[src/rtl/msd_fe_adc_emulator.sv]
// msd_fe_adc_emulator: emulates the microstrip FE daisy chain plus its serial
// ADCs so the MSD interface can be exercised in loopback without detectors.
//
// Ports:
//   iCLK, iRSTn         fast system clock, asynchronous active-low reset
//   iFE_HOLD            rising edge arms an event, falling edge while active aborts it
//   iFE_SHIFT           shift-in token, sampled on the iFE_CLK rising edge
//   iFE_CLK             FE readout clock, each rising edge advances the channel
//   iADC_CS             ADC chip select (active low), falling edge starts a conversion
//   iADC_SCLK           ADC serial clock, data advances on its falling edge
//   oADC_SDATA[N_ADC]   one MSB-first serial data line per ADC
//   oBUSY               event armed or active
//   oEVT_CNT            completed events, wraps
//   oERR                sticky protocol error, cleared only by reset
//
// Build option: define MSD_EMU_PRBS_EN to replace the ramp samples with a
// per-ADC 12-bit LFSR sequence.
module msd_fe_adc_emulator #(
  parameter int unsigned ADC_DATA_WIDTH = 12,
  parameter int unsigned ADC_FRAME_BITS = 16,
  parameter int unsigned FE_CHANNELS    = 64,
  parameter int unsigned FE_DAISY_DEPTH = 10,
  parameter int unsigned N_ADC          = 10,
  parameter int unsigned ADC_STEP       = 37
) (
  input  logic             iCLK,
  input  logic             iRSTn,
  input  logic             iFE_HOLD,
  input  logic             iFE_SHIFT,
  input  logic             iFE_CLK,
  input  logic             iADC_CS,
  input  logic             iADC_SCLK,
  output logic [N_ADC-1:0] oADC_SDATA,
  output logic             oBUSY,
  output logic [15:0]      oEVT_CNT,
  output logic             oERR
);

  localparam int unsigned CH_TOTAL = FE_CHANNELS * FE_DAISY_DEPTH;
  localparam int unsigned CH_W     = $clog2(CH_TOTAL + 1);
  localparam int unsigned BIT_W    = $clog2(ADC_FRAME_BITS + 1);

  // Bit positions inside the edge-detected synchronizer vector
  localparam int unsigned I_HOLD   = 0;
  localparam int unsigned I_FE_CLK = 1;
  localparam int unsigned I_CS     = 2;
  localparam int unsigned I_SCLK   = 3;
  // CS resets to its idle (high) level so reset release creates no false edge
  localparam logic [3:0]  SYNC_RST = 4'b0100;

  typedef enum logic [1:0] {
    IDLE   = 2'd0,
    ARMED  = 2'd1,
    ACTIVE = 2'd2
  } state_t;

  state_t state_q, state_d;

  logic [3:0] sync1_q, sync2_q, sync3_q;
  logic       shift1_q, shift2_q;

  logic [CH_W-1:0]  ch_q;
  logic [CH_W-1:0]  conv_q;
  logic             frame_on_q;
  logic [BIT_W-1:0] bit_cnt_q;
  logic [N_ADC-1:0][ADC_FRAME_BITS-1:0] shreg_q;
  logic [N_ADC-1:0][ADC_DATA_WIDTH-1:0] sample_c;

  logic hold_rise_c, hold_fall_c, fe_rise_c, cs_fall_c, cs_rise_c, sclk_fall_c;
  logic start_c, done_c, abort_c;
  logic ch_ovf_c, extra_sclk_c, idle_cs_c, err_set_c;

  // Two-flop synchronizers plus one edge-detect stage
  always_ff @(posedge iCLK or negedge iRSTn) begin
    if (!iRSTn) begin
      sync1_q  <= SYNC_RST;
      sync2_q  <= SYNC_RST;
      sync3_q  <= SYNC_RST;
      shift1_q <= 1'b0;
      shift2_q <= 1'b0;
    end else begin
      sync1_q  <= {iADC_SCLK, iADC_CS, iFE_CLK, iFE_HOLD};
      sync2_q  <= sync1_q;
      sync3_q  <= sync2_q;
      shift1_q <= iFE_SHIFT;
      shift2_q <= shift1_q;
    end
  end

  assign hold_rise_c =  sync2_q[I_HOLD]   & ~sync3_q[I_HOLD];
  assign hold_fall_c = ~sync2_q[I_HOLD]   &  sync3_q[I_HOLD];
  assign fe_rise_c   =  sync2_q[I_FE_CLK] & ~sync3_q[I_FE_CLK];
  assign cs_fall_c   = ~sync2_q[I_CS]     &  sync3_q[I_CS];
  assign cs_rise_c   =  sync2_q[I_CS]     & ~sync3_q[I_CS];
  assign sclk_fall_c = ~sync2_q[I_SCLK]   &  sync3_q[I_SCLK];

  // Event FSM state register
  always_ff @(posedge iCLK or negedge iRSTn) begin
    if (!iRSTn) state_q <= IDLE;
    else        state_q <= state_d;
  end

  // Event FSM next state; abort wins over completion
  always_comb begin
    state_d = state_q;
    start_c = 1'b0;
    done_c  = 1'b0;
    abort_c = 1'b0;
    case (state_q)
      IDLE: begin
        if (hold_rise_c) state_d = ARMED;
      end
      ARMED: begin
        if (fe_rise_c && shift2_q) begin
          state_d = ACTIVE;
          start_c = 1'b1;
        end
      end
      ACTIVE: begin
        if (hold_fall_c) begin
          state_d = IDLE;
          abort_c = 1'b1;
        end else if (cs_rise_c && frame_on_q && (conv_q == CH_W'(CH_TOTAL - 1))) begin
          state_d = IDLE;
          done_c  = 1'b1;
        end
      end
      default: state_d = IDLE;
    endcase
  end

  // Protocol error sources; CS edges take priority over an SCLK edge in the same cycle
  assign ch_ovf_c     = (state_q == ACTIVE) & fe_rise_c & (ch_q == CH_W'(CH_TOTAL - 1));
  assign extra_sclk_c = sclk_fall_c & frame_on_q & ~cs_fall_c & ~cs_rise_c &
                        (bit_cnt_q >= BIT_W'(ADC_FRAME_BITS - 1));
  assign idle_cs_c    = cs_fall_c & (state_q != ACTIVE);
  assign err_set_c    = ch_ovf_c | extra_sclk_c | idle_cs_c | abort_c;

`ifdef MSD_EMU_PRBS_EN
  logic [N_ADC-1:0][11:0] lfsr_q;

  // Fibonacci LFSR x^12+x^6+x^4+x+1, one step per conversion in an active event
  always_ff @(posedge iCLK or negedge iRSTn) begin
    if (!iRSTn) begin
      for (int unsigned a = 0; a < N_ADC; a++) lfsr_q[a] <= 12'(a + 1);
    end else if (cs_fall_c && (state_q == ACTIVE)) begin
      for (int unsigned a = 0; a < N_ADC; a++)
        lfsr_q[a] <= {lfsr_q[a][10:0],
                      lfsr_q[a][11] ^ lfsr_q[a][5] ^ lfsr_q[a][3] ^ lfsr_q[a][0]};
    end
  end

  always_comb begin
    for (int unsigned a = 0; a < N_ADC; a++) sample_c[a] = ADC_DATA_WIDTH'(lfsr_q[a]);
  end
`else
  // Ramp: channel + per-ADC offset + low byte of the event count
  always_comb begin
    for (int unsigned a = 0; a < N_ADC; a++)
      sample_c[a] = ADC_DATA_WIDTH'(32'(ch_q) + a * ADC_STEP + 32'(oEVT_CNT[7:0]));
  end
`endif

  // Channel/conversion counters, event count, status and ADC shift registers
  always_ff @(posedge iCLK or negedge iRSTn) begin
    if (!iRSTn) begin
      ch_q       <= '0;
      conv_q     <= '0;
      oEVT_CNT   <= '0;
      oBUSY      <= 1'b0;
      oERR       <= 1'b0;
      frame_on_q <= 1'b0;
      bit_cnt_q  <= '0;
      shreg_q    <= '0;
    end else begin
      oBUSY <= (state_d != IDLE);
      if (err_set_c) oERR <= 1'b1;
      if (done_c) oEVT_CNT <= oEVT_CNT + 16'd1;

      if (start_c) begin
        ch_q   <= '0;
        conv_q <= '0;
      end else if (state_q == ACTIVE) begin
        if (fe_rise_c && (ch_q != CH_W'(CH_TOTAL - 1))) ch_q <= ch_q + CH_W'(1);
        if (cs_rise_c && frame_on_q) conv_q <= conv_q + CH_W'(1);
      end

      // Load samples with the pre-increment channel when FE_CLK and CS coincide
      if (cs_fall_c) begin
        frame_on_q <= 1'b1;
        bit_cnt_q  <= '0;
        for (int unsigned a = 0; a < N_ADC; a++)
          shreg_q[a] <= (state_q == ACTIVE) ? ADC_FRAME_BITS'(sample_c[a]) : '0;
      end else if (cs_rise_c) begin
        frame_on_q <= 1'b0;
        bit_cnt_q  <= '0;
        shreg_q    <= '0;
      end else if (sclk_fall_c && frame_on_q) begin
        for (int unsigned a = 0; a < N_ADC; a++) shreg_q[a] <= shreg_q[a] << 1;
        if (bit_cnt_q != BIT_W'(ADC_FRAME_BITS)) bit_cnt_q <= bit_cnt_q + BIT_W'(1);
      end
    end
  end

  always_comb begin
    for (int unsigned a = 0; a < N_ADC; a++) oADC_SDATA[a] = shreg_q[a][ADC_FRAME_BITS-1];
  end

endmodule

[config.mk]
export PLATFORM = sky130hd
export DESIGN_NAME = msd_fe_adc_emulator
export DESIGN_NICKNAME = d
export VERILOG_FILES = /design/src/rtl/msd_fe_adc_emulator.sv
export SDC_FILE = /design/constraint.sdc
export NUM_CORES = 1
export LEC_CHECK = 0
export CAP_MARGIN = 20
export CORE_MARGIN = 2
export CORE_UTILIZATION = 37
export CTS_CLUSTER_DIAMETER = 120
export DETAILED_ROUTE_END_ITERATION = 10
export GPL_TIMING_DRIVEN = 0
export PLACE_DENSITY = 0.58
export SLEW_MARGIN = 30
export SYNTH_ARGS = -nofsm -noshare
export SYNTH_HDL_FRONTEND = slang
export SYNTH_SLANG_ARGS = --single-unit
[constraint.sdc]
create_clock -name iCLK -period 5.3 [get_ports iCLK]
set_clock_uncertainty 0.2 [all_clocks]
set_input_delay 1.06 -clock iCLK [delete_from_list [all_inputs] [get_ports iCLK]]
set_output_delay 1.06 -clock iCLK [all_outputs]
set_load 0.01 [all_outputs]
==> flow_summary.json, run 1 <==
{
  "die_w_um": 184,
  "placed_area_um2": 13000,
  "syn_to_final_growth_pct": 14.5,
  "hold_path.class": "flip-flop to flip-flop",
  "r2r_slack_ps": 1630,
  "cp_max_fo": 7,
  "ant_nets": 0,
  "synth_seq_cells": 205,
  "drive_gt1_frac": 0.0826,
  "hold_depth": 0,
  "start_util": 0.373,
  "status": "finished clean",
  "worstPathCellList": "ha_1, fa_1, inv_1, ha_1, o21ai_0, a211oi_1, a2111oi_2, xor2_1, o22ai_1",
  "cts_resized": 0,
  "crit_arrival_ps": 3870,
  "die_area_um2": 34000,
  "avgViaCountPerCell": 5.45,
  "grt_max_degree": 83,
  "grt_pass1_wl_um": 59800,
  "fmax_ghz": 0.272,
  "root_buffer": "clkbuf_16",
  "hold_viol": 0,
  "grt_overflow": 0,
  "cts_buffer_depth": 3,
  "synth-edff-count": 0,
  "yosysWarnings": 0,
  "grt_pass1_vias": 10100,
  "r2r_cells": 9,
  "yosysSeqAreaShare": 0.426,
  "vias": 10200,
  "worstSetupPathType": "flip-flop to flip-flop",
  "cts_hold_buf": 0,
  "htree_num_levels": 1,
  "port_buffers": 34,
  "ios": 35,
  "clk_latency_ps": 540,
  "timing.rr.end": "shreg_q[25]",
  "fp.dieH_um": 184,
  "layout.nets": 1491,
  "crit_path_start_kind": "flip-flop",
  "dr.pass1.iters": 7,
  "cts_setup_buffers": 0,
  "slowest_stage": "fa_1",
  "min_to": "sync2_q[1]",
  "rsz0062_at_grt": "no",
  "fin_area_um2": 13800,
  "clock_sinks": 205,
  "tightest_slew_ps": 936,
  "relSlewSlack": 0.376,
  "syn_avg_cell_area_um2": 8.92,
  "core_um2": 32300,
  "cts_tree": "done",
  "slowest_delay_ps": 700,
  "p_leak_nw": 6.54,
  "grt_antenna_before_repair": 0,
  "max_cap_viol_count": 0,
  "wl_per_cell_um": 20.2,
  "drv_slew": 0,
  "clk_pin_slew_ps": 70,
  "path_common_cell": "ha_1",
  "drcViolationCount": 0,
  "gp_congestion": 1.01,
  "dp_hpwl_um": 28200,
  "syn-num-nets": 1429,
  "hp-start": "sync1_q[1]",
  "ir_drop_mv": 0.269,
  "syn_inst": 1351,
  "cts_buffers": 24,
  "min_period_ps": 3670,
  "critPathRequiredTime_ps": 5500,
  "synthArstFlopShare": 1.00,
  "r2r-start": "ch_q[1]",
  "power.density_nw_per_um2": 313,
  "yosysUniqueCellTypes": 81,
  "fin_crit_sh": 0.693,
  "grtUsageTotal": 0.229,
  "setup_viol": 0,
  "ys.flop_type": "dfrtp_1",
  "diodes": 0,
  "syn-cell-area_um2": 12100,
  "drt_first_iter_violations": 817,
  "wl_um": 37700,
  "placementRows": 66,
  "final.setup.tns_ps": 0,
  "cp-end-kind": "flip-flop"
}
-- layout by cell type (no fill, tap or decap), types with 24 or more instances in the layout --
master           netlist  layout
dfrtp_1              202     202
nand2_1              168     168
nor2_1               167     167
nand3_1               94      94
a21oi_1               76      76
inv_1                 66      66
xnor2_1               62      62
ha_1                  62      62
o21ai_0               46      46
a221oi_1              44      44
clkbuf_1              38      39
clkdlybuf4s50_1        0      33
buf_2                 29      29
xor2_1                24      24
clkbuf_16              0      24
-- power by group --
group          total, W  leakage [nW]  internal, W  switching [W]
sequential      0.00192          2.67      0.00177       0.000147
combinational  0.000715          3.48     0.000262       0.000453
clock           0.00169         0.396     0.000994       0.000695
-- worst max-delay path, delay by kind of cell, from the launching register on --
kind | cells | cell delay, ps
adders and majority gates | 3 | 1300
buffers and inverters | 1 | 120
DFF | 1 | 480
xor gates and xnor gates | 1 | 200
AOI/OAI and AO/OA | 4 | 1250
-- metrics by stage --
stage / hold slack [ps] / setup WS, ps / utilization / total power [W] / instances
5_1_grt: 160 / 1560 / 0.428 / 0.00454 / 1871
3_5_place_dp: 135 / 1660 / 0.403 / 0.00265 / 1829
6_report: 145 / 1630 / 0.428 / 0.00432 / 1871
4_1_cts: 149 / 1700 / 0.428 / 0.00436 / 1871
3_3_place_gp: 132 / -6010 / 0.401 / 0.00264 / 1827
2_1_floorplan: 131 / 2400 / - / 0.00236 / 1351
-- synthesized netlist by cell type (22+ instances only) --
cell type  instances  area [um^2]
inv_1             66          248
buf_2             29          145
a21oi_1           76          380
and3_1            22          138
a221oi_1          44          385
o21ai_0           46          230
dfrtp_1          202         5050
xnor2_1           62          543
nand3_1           94          470
nand2_1          168          631
nor2_1           167          627
ha_1              62          776
xor2_1            24          210
clkbuf_1          38          143
-- registers in the layout, summed over array words and instances (netlist names), 2 cells and up --
register	count
oADC_SDATA	10
bit_cnt_q	5
oEVT_CNT	16
sync1_q	4
sync2_q	4
shreg_q	135
state_q	2
sync3_q	4
conv_q	10
ch_q	10
-- layout make-up --
class,instances,area (um^2)
repair buffers,36,400
plain buffers,94,450
flip-flops and latches,205,5130
inverters,67,251
fillers,3227,18500
multi-input cells,985,6220
clock buffers,30,673
clock inverters,12,126
well taps,442,553
-- metal layers --
metal	global-route usage	vias to the layer above	part of all wire
li1	-	4783	-
met1	0.323	5017	0.45
met2	0.354	329	0.44
met3	0.0314	77	0.065
met4	0.0928	0	0.041
met5	0	-	0
-- cells by family after synthesis --
| logic type | synth area share |
|---|---|
| AND/OR/NAND/NOR | 0.205 |
| XOR/XNOR | 0.0625 |
| multiplexers | 0.0102 |
| flip-flops | 0.426 |
| AO/OA/AOI/OAI | 0.159 |
| buffers and inverters | 0.0582 |
| adder cells (fa/ha/maj) | 0.0793 |
-- worst max-delay path by stage --
stage / start / to / slack (ps) / depth (start not counted)
after detailed placement: ch_q[1] / shreg_q[25] / 1660 / 9
after CTS: ch_q[1] / shreg_q[25] / 1700 / 9
after global routing: ch_q[1] / shreg_q[25] / 1560 / 9
after floorplan: oEVT_CNT[1] / shreg_q[25] / 2400 / 9
after global placement: iRSTn / sync1_q[3] / -6010 / 1
final: ch_q[1] / shreg_q[25] / 1630 / 9
Power figures use the tool's default switching activity.
==> run 2, diff against run 1 <==
clock period = 3.4 ns   (was 5.3 ns; I/O delays follow)
==> flow_summary.json, run 2 (synthesis results as in run 1) <==
{
  "status": "finished clean",
  "clkPwrFrac": 0.390,
  "combPwrFrac": 0.166,
  "die_area_um2": 34000,
  "fillers": 3224,
  "cts_tree": "done",
  "max_cap_viol_count": 0,
  "largest-register": "shreg_q",
  "placed_area_um2": 13000,
  "cp_max_fo": 10,
  "p_switching_w": 0.00202,
  "min_period_ps": 3340,
  "diodes": 0,
  "die_w_um": 184,
  "drv_slew": 0,
  "hold_viol": 0,
  "pre_cts_ws_ps": -237,
  "start_util": 0.373,
  "p_sw_frac": 0.299,
  "avgViaCountPerCell": 5.45,
  "hold_ws_ps": 145,
  "rsz0062_at_grt": "no",
  "cts_buffers": 24,
  "internal_power_w": 0.00473,
  "grt_max_degree": 83,
  "htree_num_levels": 1,
  "relSlewSlack": 0.408,
  "dp_hpwl_um": 28200,
  "worstSetupPathType": "flip-flop to flip-flop",
  "use_met2": 0.353,
  "timing.final.ws_setup_ps": 62.6,
  "grt_antenna_before_repair": 0,
  "syn_to_final_growth_pct": 14.9,
  "hold_path.class": "flip-flop to flip-flop",
  "sequentialPowerShare": 0.444,
  "cts_buffer_depth": 3,
  "met3_usage": 0.0332,
  "ir_drop_mv": 0.418,
  "grt_pass1_vias": 10100,
  "grtUsageTotal": 0.229,
  "ff_latch_area_um2": 5140,
  "clock_sinks": 205,
  "layout_common_cells": "dfrtp_1, nand2_1, nor2_1",
  "crit_path_start_kind": "flip-flop",
  "reg_top3": "shreg_q (135), oEVT_CNT (16)",
  "critPathRequiredTime_ps": 3590,
  "fmax_ghz": 0.300,
  "ios": 35,
  "grt_use_met1": 0.321,
  "vias": 10200,
  "placementRows": 66,
  "drive_gt1_frac": 0.0909,
  "fp.dieH_um": 184,
  "crit_arrival_ps": 3520,
  "gp_congestion": 1.01,
  "wl_um": 37700,
  "port_buffers": 34,
  "root_buffer": "clkbuf_16",
  "ant_nets": 0,
  "largest_reg_flops": 135,
  "mostFrequentLayoutCell": "dfrtp_1",
  "dr.pass1.iters": 5,
  "grt_pass1_wl_um": 59700,
  "power.density_nw_per_um2": 487,
  "wl_per_cell_um": 20.1,
  "clk_latency_ps": 540,
  "fin_crit_sh": 0.982,
  "setup_viol": 0,
  "drcViolationCount": 0,
  "grt_busiest_layer": "met2",
  "multi_input_area_um2": 6240,
  "fin_area_um2": 13800,
  "core_um2": 32300,
  "layout.nets": 1492,
  "drt_first_iter_violations": 880,
  "cp-end-kind": "flip-flop",
  "grt_overflow": 0,
  "tightest_slew_ps": 888,
  "p_leak_nw": 6.53,
  "clk_pin_slew_ps": 60
}
[run 2: cell types whose count changed in the layout (fill, tap and decap cells not counted), moves of 2 or more]
cell / before / now
ha_1: 62 / 60
o21ai_0: 46 / 44
dfrtp_2: 0 / 3
dfrtp_1: 202 / 199
inv_1: 66 / 64
inv_2: 0 / 2
ha_2: 0 / 2
[run 2: worst max-delay path: stages (launching register included)]
cell	delay (ps)
dfrtp_1	470
ha_1	250
inv_1	70
fa_1	660
buf_4	250
nor2_1	60
o21bai_1	330
mux2_2	380
o21ai_0	400
a21oi_1	120
[run 2: repair_timing]
item | CTS | global route
endpoints found under the setup margin | 4 | 13
endpoints found under the hold margin | 50 | 0
buffers inserted | 0 | 0
resized for setup | 4 | 12
pin swaps | 0 | 2
hold buffers | 1 | 0
[run 2: final timing paths]
check                           cells past startpoint  slack (ps)   startpoint            to
worst max-delay path                                9          60  oEVT_CNT[2]  shreg_q[118]
worst min-delay path                                0         150   sync1_q[1]    sync2_q[1]
worst max register to register                      9          60  oEVT_CNT[2]  shreg_q[118]
max in group asynchronous                           3        1770        iRSTn       ch_q[0]
min in group asynchronous                           2         460        iRSTn   shreg_q[66]
worst min register to register                      0         150   sync1_q[1]    sync2_q[1]
[run 2: cell type report]
type                    instances  share of cell area
clock buffers                  30              0.0486
flip-flops and latches        205               0.371
repair buffers                 37              0.0296
clock inverters                12             0.00913
inverters                      67              0.0182
plain buffers                  94              0.0325
well taps                     442              0.0399
multi-input cells             985               0.451
[run 2: routing by layer]
layer  part of all wire  wire length (um)
met2               0.44             16700
met1               0.45             16900
met5                  0                 0
met3              0.065              2460
met4              0.043              1610
[run 2: power groups by stage]
stage | sequential (W) | combinational, W | clock (W)
after floorplan | 0.00295 | 0.000727 | 0
after global placement | 0.00302 | 0.00109 | 0
after detailed placement | 0.00303 | 0.00111 | 0
after CTS | 0.00299 | 0.00111 | 0.00270
after global routing | 0.00304 | 0.00125 | 0.00280
final | 0.00300 | 0.00112 | 0.00263
[run 2: stage by stage]
| stage | cells | util | power [W] | setup TNS, ps |
|---|---|---|---|---|
| after floorplan | 1351 | - | 0.00368 | 0 |
| after global placement | 1827 | 0.401 | 0.00411 | -1530360 |
| after detailed placement | 1829 | 0.403 | 0.00414 | -448 |
| after CTS | 1872 | 0.428 | 0.00680 | 0 |
| after global routing | 1872 | 0.429 | 0.00708 | 0 |
| final | 1872 | 0.429 | 0.00675 | 0 |
